`config.mk`:
```
export PLATFORM = sky130hd
export DESIGN_NAME = game_state_ctrl_flat
export DESIGN_NICKNAME = d
export VERILOG_FILES = /design/src/rtl/game_state_if.sv /design/src/rtl/game_state_ctrl.sv /design/src/flat_wrapper.sv
export SDC_FILE = /design/constraint.sdc
export NUM_CORES = 1
export LEC_CHECK = 0
export ABC_CLOCK_PERIOD_IN_PS = 2500
export CORE_MARGIN = 2
export CORE_UTILIZATION = 58
export DETAILED_ROUTE_END_ITERATION = 10
export PLACE_DENSITY_LB_ADDON = 0.3
export SETUP_SLACK_MARGIN = 0.05
export SLEW_MARGIN = 20
export SYNTH_ARGS = -nofsm -noshare
export SYNTH_HDL_FRONTEND = slang
export SYNTH_SLANG_ARGS = --single-unit
```
`constraint.sdc`:
```
create_clock -name clk -period 2.5 [get_ports clk]
set_clock_uncertainty 0.15 [all_clocks]
set_input_delay 0.5 -clock clk [delete_from_list [all_inputs] [get_ports clk]]
set_output_delay 0.5 -clock clk [all_outputs]
set_load 0.005 [all_outputs]
```
`src/rtl/game_state_if.sv`:
```
// Button/pulse inputs and registered status outputs of game_state_ctrl.
interface game_state_if #(
  parameter int LIVES_W = 2,
  parameter int LEVEL_W = 3
);
  logic               start;
  logic               restart;
  logic               pause;
  logic               die;
  logic               level_done;
  logic [2:0]         state;
  logic [LIVES_W-1:0] lives;
  logic [LEVEL_W-1:0] level;
  logic               state_changed;

  modport master (
    output start, restart, pause, die, level_done,
    input  state, lives, level, state_changed
  );

  modport slave (
    input  start, restart, pause, die, level_done,
    output state, lives, level, state_changed
  );
endinterface

```
`src/rtl/game_state_ctrl.sv`:
```
// Game flow controller: lives, levels, pause, timed LEVEL_CLEAR/OVER/WIN holds.
// GAME_AUTO_RETURN_EN: OVER/WIN return to INIT after OVER_HOLD cycles.
//   state       | meaning
//   INIT        | waiting for start, lives/level reloaded
//   RUNNING     | gameplay
//   OVER        | out of lives
//   PAUSED      | gameplay frozen
//   LEVEL_CLEAR | timed hold before next level
//   WIN         | last level cleared
module game_state_ctrl #(
  parameter int MAX_LIVES  = 3,
  parameter int LIVES_W    = 2,
  parameter int MAX_LEVEL  = 4,
  parameter int LEVEL_W    = 3,
  parameter int CLEAR_HOLD = 50000000,
  parameter int OVER_HOLD  = 100000000,
  parameter int HOLD_W     = 27
) (
  input  logic         clk,
  input  logic         rst,
  game_state_if.slave  gs
);
  localparam logic [2:0] S_INIT        = 3'd0;
  localparam logic [2:0] S_RUNNING     = 3'd1;
  localparam logic [2:0] S_OVER        = 3'd2;
  localparam logic [2:0] S_PAUSED      = 3'd3;
  localparam logic [2:0] S_LEVEL_CLEAR = 3'd4;
  localparam logic [2:0] S_WIN         = 3'd5;

  localparam logic [LIVES_W-1:0] LIVES_INIT = LIVES_W'(MAX_LIVES);
  localparam logic [LEVEL_W-1:0] LEVEL_LAST = LEVEL_W'(MAX_LEVEL - 1);
  localparam logic [HOLD_W-1:0]  CLEAR_TC   = HOLD_W'(CLEAR_HOLD - 1);

  if (MAX_LIVES < 1 || MAX_LEVEL < 1 || CLEAR_HOLD < 1 || OVER_HOLD < 1) begin : g_bad_param
    $error("game_state_ctrl: MAX_LIVES, MAX_LEVEL, CLEAR_HOLD and OVER_HOLD must be >= 1");
  end

  logic               start_q, restart_q, pause_q;
  logic               start_p, restart_p, pause_p;
  logic [2:0]         state_r, next_state;
  logic [LIVES_W-1:0] lives_r, next_lives;
  logic [LEVEL_W-1:0] level_r, next_level;
  logic [HOLD_W-1:0]  hold_cnt;
  logic               state_changed_r;
  logic               hold_active;
  logic               over_expired;

  assign start_p   = gs.start   & ~start_q;
  assign restart_p = gs.restart & ~restart_q;
  assign pause_p   = gs.pause   & ~pause_q;

`ifdef GAME_AUTO_RETURN_EN
  localparam logic [HOLD_W-1:0] OVER_TC = HOLD_W'(OVER_HOLD - 1);
  assign hold_active  = (state_r == S_LEVEL_CLEAR) || (state_r == S_OVER) || (state_r == S_WIN);
  assign over_expired = (hold_cnt == OVER_TC);
`else
  assign hold_active  = (state_r == S_LEVEL_CLEAR);
  assign over_expired = 1'b0;
`endif

  always_comb begin
    next_state = state_r;
    next_lives = lives_r;
    next_level = level_r;
    case (state_r)
      S_INIT: begin
        if (start_p && !gs.restart) next_state = S_RUNNING;
      end
      S_RUNNING: begin
        if (restart_p) begin
          next_state = S_INIT;
        end else if (gs.die) begin
          if (lives_r > LIVES_W'(1)) begin
            next_lives = lives_r - 1'b1;
          end else begin
            next_lives = '0;
            next_state = S_OVER;
          end
        end else if (gs.level_done) begin
          next_state = (level_r >= LEVEL_LAST) ? S_WIN : S_LEVEL_CLEAR;
        end else if (pause_p) begin
          next_state = S_PAUSED;
        end
      end
      S_PAUSED: begin
        if (restart_p)                next_state = S_INIT;
        else if (pause_p || start_p)  next_state = S_RUNNING;
      end
      S_LEVEL_CLEAR: begin
        if (restart_p) begin
          next_state = S_INIT;
        end else if (hold_cnt == CLEAR_TC) begin
          next_state = S_RUNNING;
          if (level_r < LEVEL_LAST) next_level = level_r + 1'b1;
        end
      end
      S_OVER, S_WIN: begin
        if (restart_p || over_expired) next_state = S_INIT;
      end
      default: next_state = S_INIT;
    endcase
    // Every path into (or staying in) INIT reloads, including undefined-state recovery.
    if (next_state == S_INIT) begin
      next_lives = LIVES_INIT;
      next_level = '0;
    end
  end

  always_ff @(posedge clk) begin
    if (rst) begin
      start_q         <= 1'b1;
      restart_q       <= 1'b1;
      pause_q         <= 1'b1;
      state_r         <= S_INIT;
      lives_r         <= LIVES_INIT;
      level_r         <= '0;
      state_changed_r <= 1'b0;
      hold_cnt        <= '0;
    end else begin
      start_q         <= gs.start;
      restart_q       <= gs.restart;
      pause_q         <= gs.pause;
      state_r         <= next_state;
      lives_r         <= next_lives;
      level_r         <= next_level;
      state_changed_r <= (next_state != state_r);
      if (next_state != state_r)  hold_cnt <= '0;
      else if (hold_active)       hold_cnt <= hold_cnt + 1'b1;
    end
  end

  assign gs.state         = state_r;
  assign gs.lives         = lives_r;
  assign gs.level         = level_r;
  assign gs.state_changed = state_changed_r;
endmodule

```
`src/flat_wrapper.sv`:
```
// flat-port wrapper written by rule: the top's interface ports become plain ports
module game_state_ctrl_flat 
#(
  parameter int MAX_LIVES  = 3,
  parameter int LIVES_W    = 2,
  parameter int MAX_LEVEL  = 4,
  parameter int LEVEL_W    = 3,
  parameter int CLEAR_HOLD = 50000000,
  parameter int OVER_HOLD  = 100000000,
  parameter int HOLD_W     = 27
)
  (clk, rst, gs_start, gs_restart, gs_pause, gs_die, gs_level_done, gs_state, gs_lives, gs_level, gs_state_changed);
  game_state_if #(.LIVES_W(LIVES_W), .LEVEL_W(LEVEL_W)) gs_i ();
  input  logic clk;
  input  logic rst;
  input wire logic [$bits(gs_i.start)-1:0] gs_start;
  input wire logic [$bits(gs_i.restart)-1:0] gs_restart;
  input wire logic [$bits(gs_i.pause)-1:0] gs_pause;
  input wire logic [$bits(gs_i.die)-1:0] gs_die;
  input wire logic [$bits(gs_i.level_done)-1:0] gs_level_done;
  output wire logic [$bits(gs_i.state)-1:0] gs_state;
  output wire logic [$bits(gs_i.lives)-1:0] gs_lives;
  output wire logic [$bits(gs_i.level)-1:0] gs_level;
  output wire logic [$bits(gs_i.state_changed)-1:0] gs_state_changed;
  assign gs_i.start = gs_start;
  assign gs_i.restart = gs_restart;
  assign gs_i.pause = gs_pause;
  assign gs_i.die = gs_die;
  assign gs_i.level_done = gs_level_done;
  assign gs_state = gs_i.state;
  assign gs_lives = gs_i.lives;
  assign gs_level = gs_i.level;
  assign gs_state_changed = gs_i.state_changed;
  game_state_ctrl #(.MAX_LIVES(MAX_LIVES), .LIVES_W(LIVES_W), .MAX_LEVEL(MAX_LEVEL), .LEVEL_W(LEVEL_W), .CLEAR_HOLD(CLEAR_HOLD), .OVER_HOLD(OVER_HOLD), .HOLD_W(HOLD_W)) u_core (.clk(clk), .rst(rst), .gs(gs_i));
endmodule
```
==> impl_metrics.prom, run 1 <==
# TYPE chip_impl_metric gauge
chip_impl_info{name="outcome",value="finished clean"} 1
chip_impl_metric{name="num-nets-final",unit=""} 266
chip_impl_metric{name="grt_use_total",unit=""} 0.235
chip_impl_metric{name="cts.htree.levels",unit=""} 2
chip_impl_info{name="regToRegStartpoint",value="u_core.hold_cnt[11]"} 1
chip_impl_metric{name="setup_total_negative_slack",unit="ns"} 0
chip_impl_info{name="layout_commonest_cell",value="dfxtp_1"} 1
chip_impl_info{name="rsz0062_at_grt",value="no"} 1
chip_impl_info{name="tritoncts",value="built"} 1
chip_impl_metric{name="synth_warnings",unit=""} 0
chip_impl_metric{name="worstPathArrival",unit="ns"} 2.34
chip_impl_metric{name="drt-pass1-iter-count",unit=""} 4
chip_impl_metric{name="area_of_the_core_region",unit="sq mm"} 0.00339
chip_impl_info{name="r2r_end",value="u_core.hold_cnt[25]"} 1
chip_impl_metric{name="clk_pin_slew_worst_paths",unit="ns"} 0.12
chip_impl_metric{name="number_of_hold_violations_in_the_final_report",unit=""} 0
chip_impl_metric{name="ys_seq_elements",unit=""} 39
chip_impl_metric{name="vias",unit=""} 1829
chip_impl_metric{name="initial_utilization",unit=""} 0.616
chip_impl_metric{name="drv.max_cap_violation_count",unit=""} 0
chip_impl_metric{name="dp_wirelength",unit="um"} 3090
chip_impl_metric{name="first_global_vias",unit=""} 1657
chip_impl_metric{name="place_area",unit="sq mm"} 0.00233
chip_impl_metric{name="antenna_left",unit=""} 0
chip_impl_metric{name="synth_cells",unit=""} 236
chip_impl_metric{name="numCtsBuffers",unit=""} 5
chip_impl_info{name="ctsRootBufferMaster",value="clkbuf_4"} 1
chip_impl_metric{name="diodes",unit=""} 0
chip_impl_metric{name="ff2ff_setup_slack",unit="ns"} 0.24
chip_impl_info{name="startpoint_of_the_worst_hold_path",value="u_core.hold_cnt[6]"} 1
chip_impl_metric{name="max_slew_margin_vs_limit",unit=""} 0.755
chip_impl_metric{name="cts_buffer_depth",unit=""} 2
chip_impl_metric{name="critical_path.max_fanout",unit=""} 28
chip_impl_metric{name="r2r_worst_path_depth",unit=""} 6
chip_impl_metric{name="grt_start_max_net_pins",unit=""} 29
chip_impl_metric{name="grt_antenna_before_repair",unit=""} 0
chip_impl_info{name="critical_path.startpoint_type",value="flop"} 1
chip_impl_info{name="worst_setup_path_startpoint",value="u_core.hold_cnt[11]"} 1
chip_impl_metric{name="finalSetupViolations",unit=""} 0
chip_impl_metric{name="postCtsSetupBuffers",unit=""} 0
chip_impl_metric{name="post-route-period-util",unit=""} 0.903
chip_impl_metric{name="ys_types",unit=""} 45
chip_impl_metric{name="post-route-cell-area",unit="sq mm"} 0.00240
chip_impl_metric{name="synthesized_area_per_cell",unit="sq um"} 8.84
chip_impl_metric{name="clock_sinks",unit=""} 39
chip_impl_metric{name="overflow",unit=""} 0
chip_impl_metric{name="drive_above_1_share",unit=""} 0.125
chip_impl_metric{name="required",unit="ns"} 2.59
chip_impl_metric{name="die_area",unit="sq mm"} 0.00409
chip_impl_info{name="mostFrequentLayoutCells",value="39 x dfxtp_1, 28 x nor4_1, 15 x clkdlybuf4s50_1"} 1
chip_impl_metric{name="die_h",unit="um"} 64.0
chip_impl_metric{name="top_level_ports",unit=""} 16
chip_impl_metric{name="mappedNetlistArea",unit="sq mm"} 0.00209
chip_impl_metric{name="postSynth.asyncResetShare",unit=""} 0
chip_impl_metric{name="timing_worst_slew_pin_value",unit="ns"} 0.366
chip_impl_metric{name="syn2layout_area_growth",unit="%"} 15.2
chip_impl_metric{name="via_per_inst",unit=""} 6.04
chip_impl_metric{name="syn_nets",unit=""} 246
chip_impl_metric{name="place.port_buffers",unit=""} 15
chip_impl_info{name="path_class",value="flop to flop"} 1
chip_impl_info{name="critPathCaptureType",value="flop"} 1
chip_impl_metric{name="finalWeightedCongestion",unit=""} 0.821
chip_impl_metric{name="synth_edf_count",unit=""} 0
chip_impl_info{name="hold_path_class",value="flop to flop"} 1
chip_impl_metric{name="power.leakage",unit="nW"} 0.848
chip_impl_metric{name="drc_errors",unit=""} 0
chip_impl_metric{name="vdd.ir_drop.worst",unit="V"} 0.000369
chip_impl_metric{name="synth_sequential_area_ratio",unit=""} 0.374
chip_impl_metric{name="detailedRoute.firstIterationViolations",unit=""} 92
chip_impl_metric{name="fp.dieW",unit="um"} 64.0
chip_impl_metric{name="final-max-slew-violation-count",unit=""} 0
chip_impl_metric{name="drt-wirelength-per-cell",unit="um"} 14.4
chip_impl_metric{name="post_cts_resize_count",unit=""} 0
chip_impl_metric{name="power_density",unit="mW/mm^2"} 446
chip_impl_metric{name="fin_crit",unit="ns"} 2.26
chip_impl_metric{name="clock.fmax",unit="MHz"} 443
chip_impl_info{name="synth-main-ff-cell",value="dfxtp_1"} 1
chip_impl_metric{name="grt_pass1_wl",unit="um"} 7670
chip_impl_metric{name="drt_wl_total",unit="um"} 4360
chip_impl_info{name="crit_path_end",value="u_core.hold_cnt[25]"} 1
chip_impl_metric{name="clk-insertion-delay-late",unit="ns"} 0.34
chip_impl_metric{name="ctsHoldBuffers",unit=""} 0
chip_impl_metric{name="rows",unit=""} 21
## power breakdown
part / switching (mW) / internal, mW / total (mW)
registers: 0.00298 / 0.625 / 0.628
logic: 0.0383 / 0.0339 / 0.0722
clock network: 0.207 / 0.164 / 0.372
## flip-flops by register name, summed over array words and instances, names as in the netlist
signal and flops:
u_core.gs.lives 2, u_core.gs.state_changed 1, u_core.hold_cnt 27, u_core.pause_q 1, u_core.gs.state 3, u_core.start_q 1, u_core.restart_q 1, u_core.gs.level 3
## synth_stat cells (2+ instances only)
master    number  area share
o21ai_0        4      0.0096
nor2b_1        4       0.012
buf_2          5       0.012
inv_1          5      0.0090
ha_1           3       0.018
nor2_1        11       0.020
xor2_1        14       0.059
clkbuf_1       6       0.011
and3_1         5       0.015
a211oi_1       2      0.0072
nor3_1         9       0.022
xnor2_1       13       0.055
nand3_1       14       0.034
buf_4          3       0.011
a21oi_1        5       0.012
a31oi_1        2      0.0060
mux2i_1        2      0.0096
nand2_1       13       0.023
nor4_1        28       0.084
nor3b_1        3       0.011
nand4_1       10       0.030
a21o_1         2      0.0072
o31a_1         2      0.0084
buf_6          2       0.011
and4_1         4       0.017
or2_2          4       0.012
nand2b_1       3      0.0090
dfxtp_1       39        0.37
o211ai_1       3       0.011
## cell families (layout without fill, tap and decap cells)
logic type | Yosys count | count (layout) | synth area share
adders and majority gates | 3 | 3 | 0.0180
xor gates and xnor gates | 27 | 27 | 0.113
buffers and inverters | 21 | 42 | 0.0534
AOI/OAI and AO/OA | 26 | 26 | 0.0929
muxes | 2 | 2 | 0.00959
and+or+nand+nor | 118 | 118 | 0.339
DFF | 39 | 39 | 0.374
## metal layers
layer | GRT usage | wire [um] | vias up
li1 | - | - | 914
met1 | 0.323 | 2130 | 868
met2 | 0.370 | 1980 | 43
met3 | 0.0475 | 206 | 4
met4 | 0.0734 | 39 | 0
met5 | 0 | 0 | -
## area by class of cell
class                   count  area (sq um)
multi-input cells         176          1190
fillers                   269           985
flip-flops and latches     39           781
repair buffers             29           280
clock buffers               7          65.1
well taps                  46          57.6
inverters                   5          18.8
clock inverters             1          7.51
## stage by stage
stage	total power [mW]	setup slack [ns]	hold slack, ns	cells	util
4_1_cts	1.08	0.242	0.419	303	0.709
2_1_floorplan	0.683	0.319	0.358	236	-
3_5_place_dp	0.714	-0.0401	0.393	295	0.688
5_1_grt	1.11	0.0636	0.441	303	0.709
3_3_place_gp	0.713	-0.0315	0.384	295	0.688
6_report	1.07	0.243	0.413	303	0.709
## worst min path at each step
stage	slack [ns]	to	cells after the start
3_3_place_gp	0.38	u_core.hold_cnt[23]	2
2_1_floorplan	0.36	u_core.hold_cnt[23]	2
6_report	0.41	u_core.hold_cnt[6]	2
4_1_cts	0.42	u_core.hold_cnt[6]	2
3_5_place_dp	0.39	u_core.hold_cnt[6]	2
5_1_grt	0.44	u_core.hold_cnt[23]	2
## critical path, stage by stage (launching register included)
cell and delay, ns:
dfxtp_1 0.38, or4b_4 0.55, nor4_4 0.37, and3b_1 0.25, o211a_1 0.19, buf_12 0.18
nor4_1 0.07
Power figures use the tool's default switching activity.
==> inputs of run 2 (changes only) <==
ABC_CLOCK_PERIOD_IN_PS = 2700   (was 2500)
clock period = 2.7 ns   (was 2.5 ns; I/O delays follow)
==> run 2 against run 1 <==
Effect of this change:
- hold slack worse by 0.013 ns
- global-route usage is 0.35 points higher
- die area stayed put
- sequential cell count stayed put
- clock power is 10% higher
- setup slack better by 0.073 ns
- largest power group unchanged
- sequential power is 7.3% lower
- cell area is 1.5% lower
- wire length is 1.7% higher
- total power is 1.6% lower
- clock-buffer cell count is 1 lower
==> impl_metrics.prom, run 2 (synthesis results as in run 1) <==
# TYPE chip_impl_metric gauge
chip_impl_metric{name="cts.htree.levels",unit=""} 2
chip_impl_metric{name="top_level_ports",unit=""} 16
chip_impl_info{name="critical_path.startpoint_type",value="primary input"} 1
chip_impl_metric{name="postCtsSetupBuffers",unit=""} 0
chip_impl_metric{name="power.leakage",unit="nW"} 0.831
chip_impl_info{name="layout_commonest_cell",value="dfxtp_1"} 1
chip_impl_metric{name="vdd.ir_drop.worst",unit="V"} 0.000377
chip_impl_metric{name="area_of_the_core_region",unit="sq mm"} 0.00339
chip_impl_metric{name="antenna_left",unit=""} 0
chip_impl_metric{name="sw_share",unit=""} 0.217
chip_impl_metric{name="detailedRoute.firstIterationViolations",unit=""} 86
chip_impl_metric{name="clock.fmax",unit="MHz"} 419
chip_impl_metric{name="fp.dieW",unit="um"} 64.0
chip_impl_metric{name="ctsHoldBuffers",unit=""} 0
chip_impl_metric{name="initial_utilization",unit=""} 0.616
chip_impl_metric{name="number_of_hold_violations_in_the_final_report",unit=""} 0
chip_impl_metric{name="vias",unit=""} 1794
chip_impl_metric{name="drive_above_1_share",unit=""} 0.107
chip_impl_metric{name="ff_latch_area",unit="sq um"} 781
chip_impl_metric{name="post-route-period-util",unit=""} 0.883
chip_impl_metric{name="number_of_filler_instances_in_the_final_layout",unit=""} 288
chip_impl_metric{name="setup_slack",unit="ns"} 0.316
chip_impl_metric{name="clock_sinks",unit=""} 39
chip_impl_metric{name="num-nets-final",unit=""} 261
chip_impl_info{name="ctsRootBufferMaster",value="clkbuf_4"} 1
chip_impl_metric{name="dp_slack",unit="ns"} 0.0538
chip_impl_metric{name="setup_total_negative_slack",unit="ns"} 0
chip_impl_info{name="rsz0062_at_grt",value="no"} 1
chip_impl_metric{name="finalWeightedCongestion",unit=""} 0.835
chip_impl_metric{name="via_per_inst",unit=""} 6.02
chip_impl_metric{name="place.port_buffers",unit=""} 15
chip_impl_metric{name="die_h",unit="um"} 64.0
chip_impl_info{name="hold_path_class",value="flop to flop"} 1
chip_impl_metric{name="cts_buffer_depth",unit=""} 2
chip_impl_metric{name="p_clk_frac",unit=""} 0.389
chip_impl_metric{name="grt_use_total",unit=""} 0.238
chip_impl_info{name="tritoncts",value="built"} 1
chip_impl_metric{name="clk_pin_slew_worst_paths",unit="ns"} 0.11
chip_impl_metric{name="multiInputGateArea",unit="sq mm"} 0.00119
chip_impl_metric{name="fin_crit",unit="ns"} 2.38
chip_impl_metric{name="worstPathArrival",unit="ns"} 2.49
chip_impl_metric{name="net_switching_component_of_the_power",unit="mW"} 0.229
chip_impl_metric{name="grt_pass1_wl",unit="um"} 7690
chip_impl_metric{name="dp_wirelength",unit="um"} 3010
chip_impl_metric{name="drc_errors",unit=""} 0
chip_impl_info{name="largest-register",value="u_core.hold_cnt"} 1
chip_impl_metric{name="largest_register_ffs",unit=""} 27
chip_impl_metric{name="timing_worst_slew_pin_value",unit="ns"} 0.397
chip_impl_metric{name="overflow",unit=""} 0
chip_impl_metric{name="finalSetupViolations",unit=""} 0
chip_impl_metric{name="syn2layout_area_growth",unit="%"} 13.5
chip_impl_metric{name="pwr-share-seq",unit=""} 0.551
chip_impl_metric{name="critical_path.max_fanout",unit=""} 3
chip_impl_metric{name="combinationalPowerShare",unit=""} 0.060
chip_impl_metric{name="report.power.total",unit="mW"} 1.05
chip_impl_info{name="mostFrequentLayoutCells",value="39 x dfxtp_1, 28 x nor4_1, 15 x clkdlybuf4s50_1"} 1
chip_impl_info{name="path_class",value="primary input to flop"} 1
chip_impl_metric{name="drv.max_cap_violation_count",unit=""} 0
chip_impl_metric{name="max_slew_margin_vs_limit",unit=""} 0.734
chip_impl_metric{name="die_area",unit="sq mm"} 0.00409
chip_impl_metric{name="drt-pass1-iter-count",unit=""} 4
chip_impl_info{name="critPathCaptureType",value="flop"} 1
chip_impl_metric{name="diodes",unit=""} 0
chip_impl_metric{name="cellInternalPower",unit="mW"} 0.826
chip_impl_metric{name="grt_antenna_before_repair",unit=""} 0
chip_impl_metric{name="numCtsBuffers",unit=""} 5
chip_impl_metric{name="power_density",unit="mW/mm^2"} 445
chip_impl_metric{name="met2_track_usage_gr",unit=""} 0.379
chip_impl_metric{name="drt_wl_total",unit="um"} 4430
chip_impl_metric{name="required",unit="ns"} 2.81
chip_impl_metric{name="first_global_vias",unit=""} 1684
chip_impl_metric{name="grt_start_max_net_pins",unit=""} 29
chip_impl_metric{name="grt.met1_usage",unit=""} 0.312
chip_impl_metric{name="final-max-slew-violation-count",unit=""} 0
chip_impl_info{name="outcome",value="finished clean"} 1
chip_impl_metric{name="met3_capacity_usage_during_global_routing",unit=""} 0.0704
chip_impl_metric{name="drt-wirelength-per-cell",unit="um"} 14.9
chip_impl_metric{name="post_cts_resize_count",unit=""} 0
chip_impl_info{name="grt-busiest-layer",value="met2"} 1
chip_impl_metric{name="rows",unit=""} 21
chip_impl_metric{name="clk-insertion-delay-late",unit="ns"} 0.35
run 2: changes by cell type in the layout (fill, tap and decap cells not counted), sizes merged:
cell | before | now
bufinv | 0 | 1
clkbuf | 7 | 6
clkinv | 0 | 1
buf | 14 | 9
clkinvlp | 1 | 0
run 2: through the flow:
stage / utilization / instances / cell area (sq um) / hold slack [ns]
2_1_floorplan: - / 236 / 2090 / 0.358
3_3_place_gp: 0.673 / 290 / 2280 / 0.380
3_5_place_dp: 0.673 / 290 / 2280 / 0.383
4_1_cts: 0.699 / 298 / 2370 / 0.409
5_1_grt: 0.699 / 298 / 2370 / 0.438
6_report: 0.699 / 298 / 2370 / 0.400
run 2: power groups by stage:
stage	Combinational (mW)	Clock (mW)	Sequential [mW]
final	0.0631	0.410	0.582
after global placement	0.0617	0	0.595
after CTS	0.0628	0.421	0.582
after global routing	0.0693	0.442	0.583
after floorplan	0.0387	0	0.593
after detailed placement	0.0620	0	0.595
run 2: path summary, 6_finish.rpt:
| check | from | to | slack, ns | depth (start not counted) |
|---|---|---|---|---|
| worst max-delay path | gs_pause | u_core.gs.level[0] | 0.32 | 6 |
| worst min-delay path | u_core.hold_cnt[1] | u_core.hold_cnt[1] | 0.40 | 2 |
| worst max register to register | u_core.hold_cnt[17] | u_core.hold_cnt[21] | 0.33 | 6 |
| worst min register to register | u_core.hold_cnt[1] | u_core.hold_cnt[1] | 0.40 | 2 |
run 2: critical path: stages:
cell and delay (ns):
clkdlybuf4s50_1 0.48, or4b_2 0.59, a21oi_1 0.21, a21oi_1 0.10, o31a_1 0.29, a211oi_1 0.28
run 2: layer usage:
metal / share of wire / routed length (um) / vias up
met4: 0.015 / 67 / 0
met1: 0.46 / 2040 / 837
met5: 0 / 0 / -
met3: 0.051 / 228 / 9
li1: - / - / 905
met2: 0.47 / 2090 / 43
run 2: layout make-up:
cell class	instances	area share
clock buffer	6	0.0217
multi-input combinational	176	0.504
timing repair buffer	24	0.0972
clock inverter	2	0.0148
tap	46	0.0243
inverter	5	0.00792
sequential	39	0.330
